==> config.mk <==
export PLATFORM = sky130hd
export DESIGN_NAME = hazard_ctrl
export DESIGN_NICKNAME = d
export VERILOG_FILES = /design/src/rtl/hazard_ctrl.sv
export SDC_FILE = /design/constraint.sdc
export NUM_CORES = 1
export LEC_CHECK = 0
export CAP_MARGIN = 40
export CORE_ASPECT_RATIO = 1.25
export CORE_MARGIN = 4
export CORE_UTILIZATION = 44
export CTS_BUF_LIST = sky130_fd_sc_hd__clkbuf_16
export CTS_CLUSTER_SIZE = 14
export DETAILED_ROUTE_END_ITERATION = 8
export PLACE_DENSITY = 0.85
export SLEW_MARGIN = 40
export SYNTH_ARGS = -nofsm -noshare
export SYNTH_HDL_FRONTEND = slang
export SYNTH_SLANG_ARGS = --single-unit
==> constraint.sdc <==
create_clock -name clk -period 1.78 [get_ports clk]
set_input_delay 0.178 -clock clk [delete_from_list [all_inputs] [get_ports clk]]
set_output_delay 0.178 -clock clk [all_outputs]
set_load 0.005 [all_outputs]
==> src/rtl/hazard_ctrl.sv <==
// Forwarding, load-use stall and branch-flush control for a 5-stage pipeline.
// Define HAZARD_STALL_CNT_EN to build the saturating stall-cycle counter.
module hazard_ctrl (
    input  logic        clk,
    input  logic        reset,
    input  logic        id_valid,
    input  logic [4:0]  id_Rn,
    input  logic [4:0]  id_Rm,
    input  logic [4:0]  id_Rd,
    input  logic        id_uses_Rn,
    input  logic        id_uses_Rm,
    input  logic        id_imm,
    input  logic        id_RegWrite,
    input  logic        id_MemRead,
    input  logic        id_branch_taken,
    output logic [1:0]  forwardA,
    output logic [1:0]  forwardB,
    output logic        stall,
    output logic        flush,
    output logic [31:0] stall_count
);

    localparam logic [4:0] XZR = 5'd31;

    localparam logic [1:0] FWD_RF  = 2'b00;
    localparam logic [1:0] FWD_MEM = 2'b01;
    localparam logic [1:0] FWD_WB  = 2'b10;

    logic       ex_valid_q, ex_valid_d;
    logic [4:0] ex_rn_q, ex_rn_d;
    logic [4:0] ex_rm_q, ex_rm_d;
    logic [4:0] ex_rd_q, ex_rd_d;
    logic       ex_imm_q, ex_imm_d;
    logic       ex_rw_q, ex_rw_d;
    logic       ex_mr_q, ex_mr_d;

    logic [4:0] mem_rd_q, mem_rd_d;
    logic       mem_rw_q, mem_rw_d;
    logic       mem_mr_q, mem_mr_d;

    logic [4:0] wb_rd_q, wb_rd_d;
    logic       wb_rw_q, wb_rw_d;

    logic       load_use_hit;
    logic       ex_capture;

    // Stage valid and MEM load flag are carried for visibility only.
    logic unused_stage_bits;
    assign unused_stage_bits = ex_valid_q ^ mem_mr_q;

    function automatic logic [1:0] fwd_sel(input logic [4:0] src,
                                           input logic [4:0] m_rd, input logic m_rw,
                                           input logic [4:0] w_rd, input logic w_rw);
        logic [1:0] sel;
        sel = FWD_RF;
        if (m_rw && (m_rd != XZR) && (m_rd == src))
            sel = FWD_MEM;
        else if (w_rw && (w_rd != XZR) && (w_rd == src))
            sel = FWD_WB;
        return sel;
    endfunction

    always_comb begin
        forwardA = fwd_sel(ex_rn_q, mem_rd_q, mem_rw_q, wb_rd_q, wb_rw_q);
        forwardB = ex_imm_q ? FWD_RF : fwd_sel(ex_rm_q, mem_rd_q, mem_rw_q, wb_rd_q, wb_rw_q);
    end

    always_comb begin
        load_use_hit = ex_mr_q && ex_rw_q && (ex_rd_q != XZR) &&
                       ((id_uses_Rn && (id_Rn == ex_rd_q)) ||
                        (id_uses_Rm && (id_Rm == ex_rd_q)));
        stall = !reset && id_valid && load_use_hit;
        // A stalled branch is resolved again next cycle, so it never flushes now.
        flush = !reset && id_valid && id_branch_taken && !stall;
        ex_capture = !stall && !flush;
    end

    always_comb begin
        ex_valid_d = 1'b0;
        ex_rn_d    = XZR;
        ex_rm_d    = XZR;
        ex_rd_d    = XZR;
        ex_imm_d   = 1'b0;
        ex_rw_d    = 1'b0;
        ex_mr_d    = 1'b0;
        if (ex_capture) begin
            ex_valid_d = id_valid;
            ex_rn_d    = id_Rn;
            ex_rm_d    = id_Rm;
            ex_rd_d    = id_Rd;
            ex_imm_d   = id_imm;
            ex_rw_d    = id_RegWrite;
            ex_mr_d    = id_MemRead;
        end
        mem_rd_d = ex_rd_q;
        mem_rw_d = ex_rw_q;
        mem_mr_d = ex_mr_q;
        wb_rd_d  = mem_rd_q;
        wb_rw_d  = mem_rw_q;
    end

    always_ff @(posedge clk or posedge reset) begin
        if (reset) begin
            ex_valid_q <= 1'b0;
            ex_rn_q    <= XZR;
            ex_rm_q    <= XZR;
            ex_rd_q    <= XZR;
            ex_imm_q   <= 1'b0;
            ex_rw_q    <= 1'b0;
            ex_mr_q    <= 1'b0;
            mem_rd_q   <= XZR;
            mem_rw_q   <= 1'b0;
            mem_mr_q   <= 1'b0;
            wb_rd_q    <= XZR;
            wb_rw_q    <= 1'b0;
        end else begin
            ex_valid_q <= ex_valid_d;
            ex_rn_q    <= ex_rn_d;
            ex_rm_q    <= ex_rm_d;
            ex_rd_q    <= ex_rd_d;
            ex_imm_q   <= ex_imm_d;
            ex_rw_q    <= ex_rw_d;
            ex_mr_q    <= ex_mr_d;
            mem_rd_q   <= mem_rd_d;
            mem_rw_q   <= mem_rw_d;
            mem_mr_q   <= mem_mr_d;
            wb_rd_q    <= wb_rd_d;
            wb_rw_q    <= wb_rw_d;
        end
    end

`ifdef HAZARD_STALL_CNT_EN
    logic [31:0] stall_cnt_q, stall_cnt_d;

    always_comb begin
        stall_cnt_d = stall_cnt_q;
        if (stall && (stall_cnt_q != 32'hFFFF_FFFF))
            stall_cnt_d = stall_cnt_q + 32'd1;
    end

    always_ff @(posedge clk or posedge reset) begin
        if (reset)
            stall_cnt_q <= 32'd0;
        else
            stall_cnt_q <= stall_cnt_d;
    end

    assign stall_count = stall_cnt_q;
`else
    assign stall_count = 32'd0;
`endif

endmodule

==> run metrics <==
number of inserted diodes 0; Seq cells post-synth 30; WL/cell 13.0 um; Final Hold Viols 0; CP Data Required Time 1.60 ns; Netlist Area Pre-Place 0.00166 mm2; EDFF count, synth 0; kind of critical path reg2out; first-pass GRT wire length 5330 um; # DRC 0; clock sink count 30; status finished, violations left; area leader, netlist dfstp_2; Final Cycle Share 1.10; RSZ-0062 raised after global routing true; register area 782 um2; ys flop type dfstp_2; Synth area leaders dfstp_2 40%, buf_4 15%, xor2_1 8.5%; Routed Antenna Nets 0; CTS max path bufs 2; H-tree Lvls 2; Fin Setup TNS -0.448 ns; Arrival @ worst endpoint 1.78 ns; startpoint types flip-flop; DP HPWL 2490 um; fillers 294; multi-input logic area 783 um2; port buffer count 29; Detailed Route Iter0 Violations 16; pwr/cell area 830 mW/mm2; die area 0.00482 mm2; pin count of the biggest net entering global routing 31; CP endpoint kind output port; Post-synth top cells 33 x buf_4, 25 x dfstp_2, 16 x nor2_1, 16 x xor2_1, 14 x xnor2_1; final critical-path required period 1.96 ns; Final nets 242; skew final 0.00167 ns; final setup margin -0.182 ns; Remaining Overflow, GRT 0; Leak 0.974 nW; CTS Buf Count 5; fmax 510 MHz; Synth cell types 27; initial antenna violation count 0; CTS Root Cell clkbuf_16; First-pass DRT Iterations 4; share of cells above drive strength 1 0.347; gp weighted congestion 0.907; Synth top area share 0.397; clk_lat worst skew 0.27 ns; via/cell ratio 4.66; vias 1201; clock-pin slew of the registers on the worst-case setup and hold paths 0.05 ns; CTS tree built; syn_area_per_cell 10.3 um2; failing checks negative setup slack; Seq/Total Area, Yosys 0.472; Layout area overhead 35.6%; Final Routed Wirelength 3370 um; most common cell in the netlist buf_4; max cap viols 0; Total GRT Usage 0.147; final setup violation count 4; Max FO, Critical Path 3; VDD IR-drop max 0.703 mV; placed cell areas 0.00200 mm2; YS warnings 0; # rows 24; Chip Width 62.9 um; Final Max Tran Viols 0; worst hold path type in2async; initial core utilization 0.464; ys async rst share 1.00; Mapped Cells 161; fin area 0.00225 mm2; Core ar. 0.00357 mm2; vias in the first global route 1219; Die Ht 76.6 um; io pins 62
==> power breakdown <==
part	internal (mW)	switching (mW)
sequential	0.759	0.0412
clock	0.499	0.257
combinational	0.170	0.139
==> flip-flops by register name, summed over array words and instances (netlist names) <==
| register | count |
|---|---|
| ex_imm_q | 1 |
| ex_mr_q | 1 |
| ex_rd_q | 5 |
| ex_rm_q | 5 |
| ex_rn_q | 5 |
| ex_rw_q | 1 |
| mem_rd_q | 5 |
| mem_rw_q | 1 |
| wb_rd_q | 5 |
| wb_rw_q | 1 |
==> metrics by stage <==
step	hold WS [ns]	power, mW	cells	utilization	worst slack [ns]
after global placement	0.368	1.07	244	0.560	-0.375
after global routing	0.358	1.96	258	0.629	-0.247
after detailed placement	0.376	1.08	244	0.560	-0.375
after floorplan	0.250	0.993	192	-	0.252
final	0.304	1.86	258	0.629	-0.182
after CTS	0.307	1.88	258	0.626	-0.192
==> metal layers <==
metal	routed length, um	track usage
met5	0	0
met4	127	0.117
met3	238	0.0531
met1	1130	0.130
met2	1870	0.262
==> area by class of cell <==
class                           instances  area share
Multi-Input combinational cell        123       0.349
Sequential cell                        30       0.348
Timing Repair Buffer                   57       0.219
Clock buffer                            5      0.0557
Tap cell                               39      0.0217
Clock inverter                          3     0.00501
Inverter                                1     0.00167
==> path summary, 6_finish.rpt <==
path | startpoint | end | cells after the start | slack [ns]
hold reg to reg | mem_rw_q | wb_rw_q | 0 | 0.38
setup reg to reg | ex_rd_q[2] | ex_imm_q | 6 | 0.04
min in group clk | mem_rw_q | wb_rw_q | 0 | 0.38
setup / recovery | ex_rd_q[2] | stall | 8 | -0.18
max in group asynchronous | reset | ex_rd_q[2] | 3 | 1.17
hold / removal | reset | ex_mr_q | 3 | 0.30
==> placed cells by master (no fill, tap or decap), types with 6 or more instances in the layout <==
cell type and instances:
buf_4 24, clkdlybuf4s50_1 23, conb_1 32, dfstp_2 25, nor2_1 15, o21ai_0 11, o21ai_1 6, xnor2_1 11
xor2_1 13
==> kinds of logic (layout without fill, tap and decap cells) <==
logic type	count (synthesis)	after routing	synth area share
DFF	30	30	0.472
xor gates and xnor gates	30	30	0.159
AOI/OAI and AO/OA	24	24	0.0899
buffers and inverters	39	66	0.168
and+or+nand+nor	37	37	0.109
other	1	32	0.00226
==> critical path, stage by stage (launching register included) <==
cell     delay [ns]
dfstp_2        0.57
buf_4          0.13
xor2_1         0.15
nor4_1         0.06
a32oi_1        0.20
buf_4          0.16
buf_6          0.09
nor2_2         0.02
buf_2          0.13
==> timing repair <==
action,in CTS,in global routing
pin swaps,16,8
hold buffers,0,0
buffers inserted,6,1
gates resized for setup,41,4
gates cloned,0,0
setup endpoints to repair,6,19
Power figures use the tool's default switching activity.
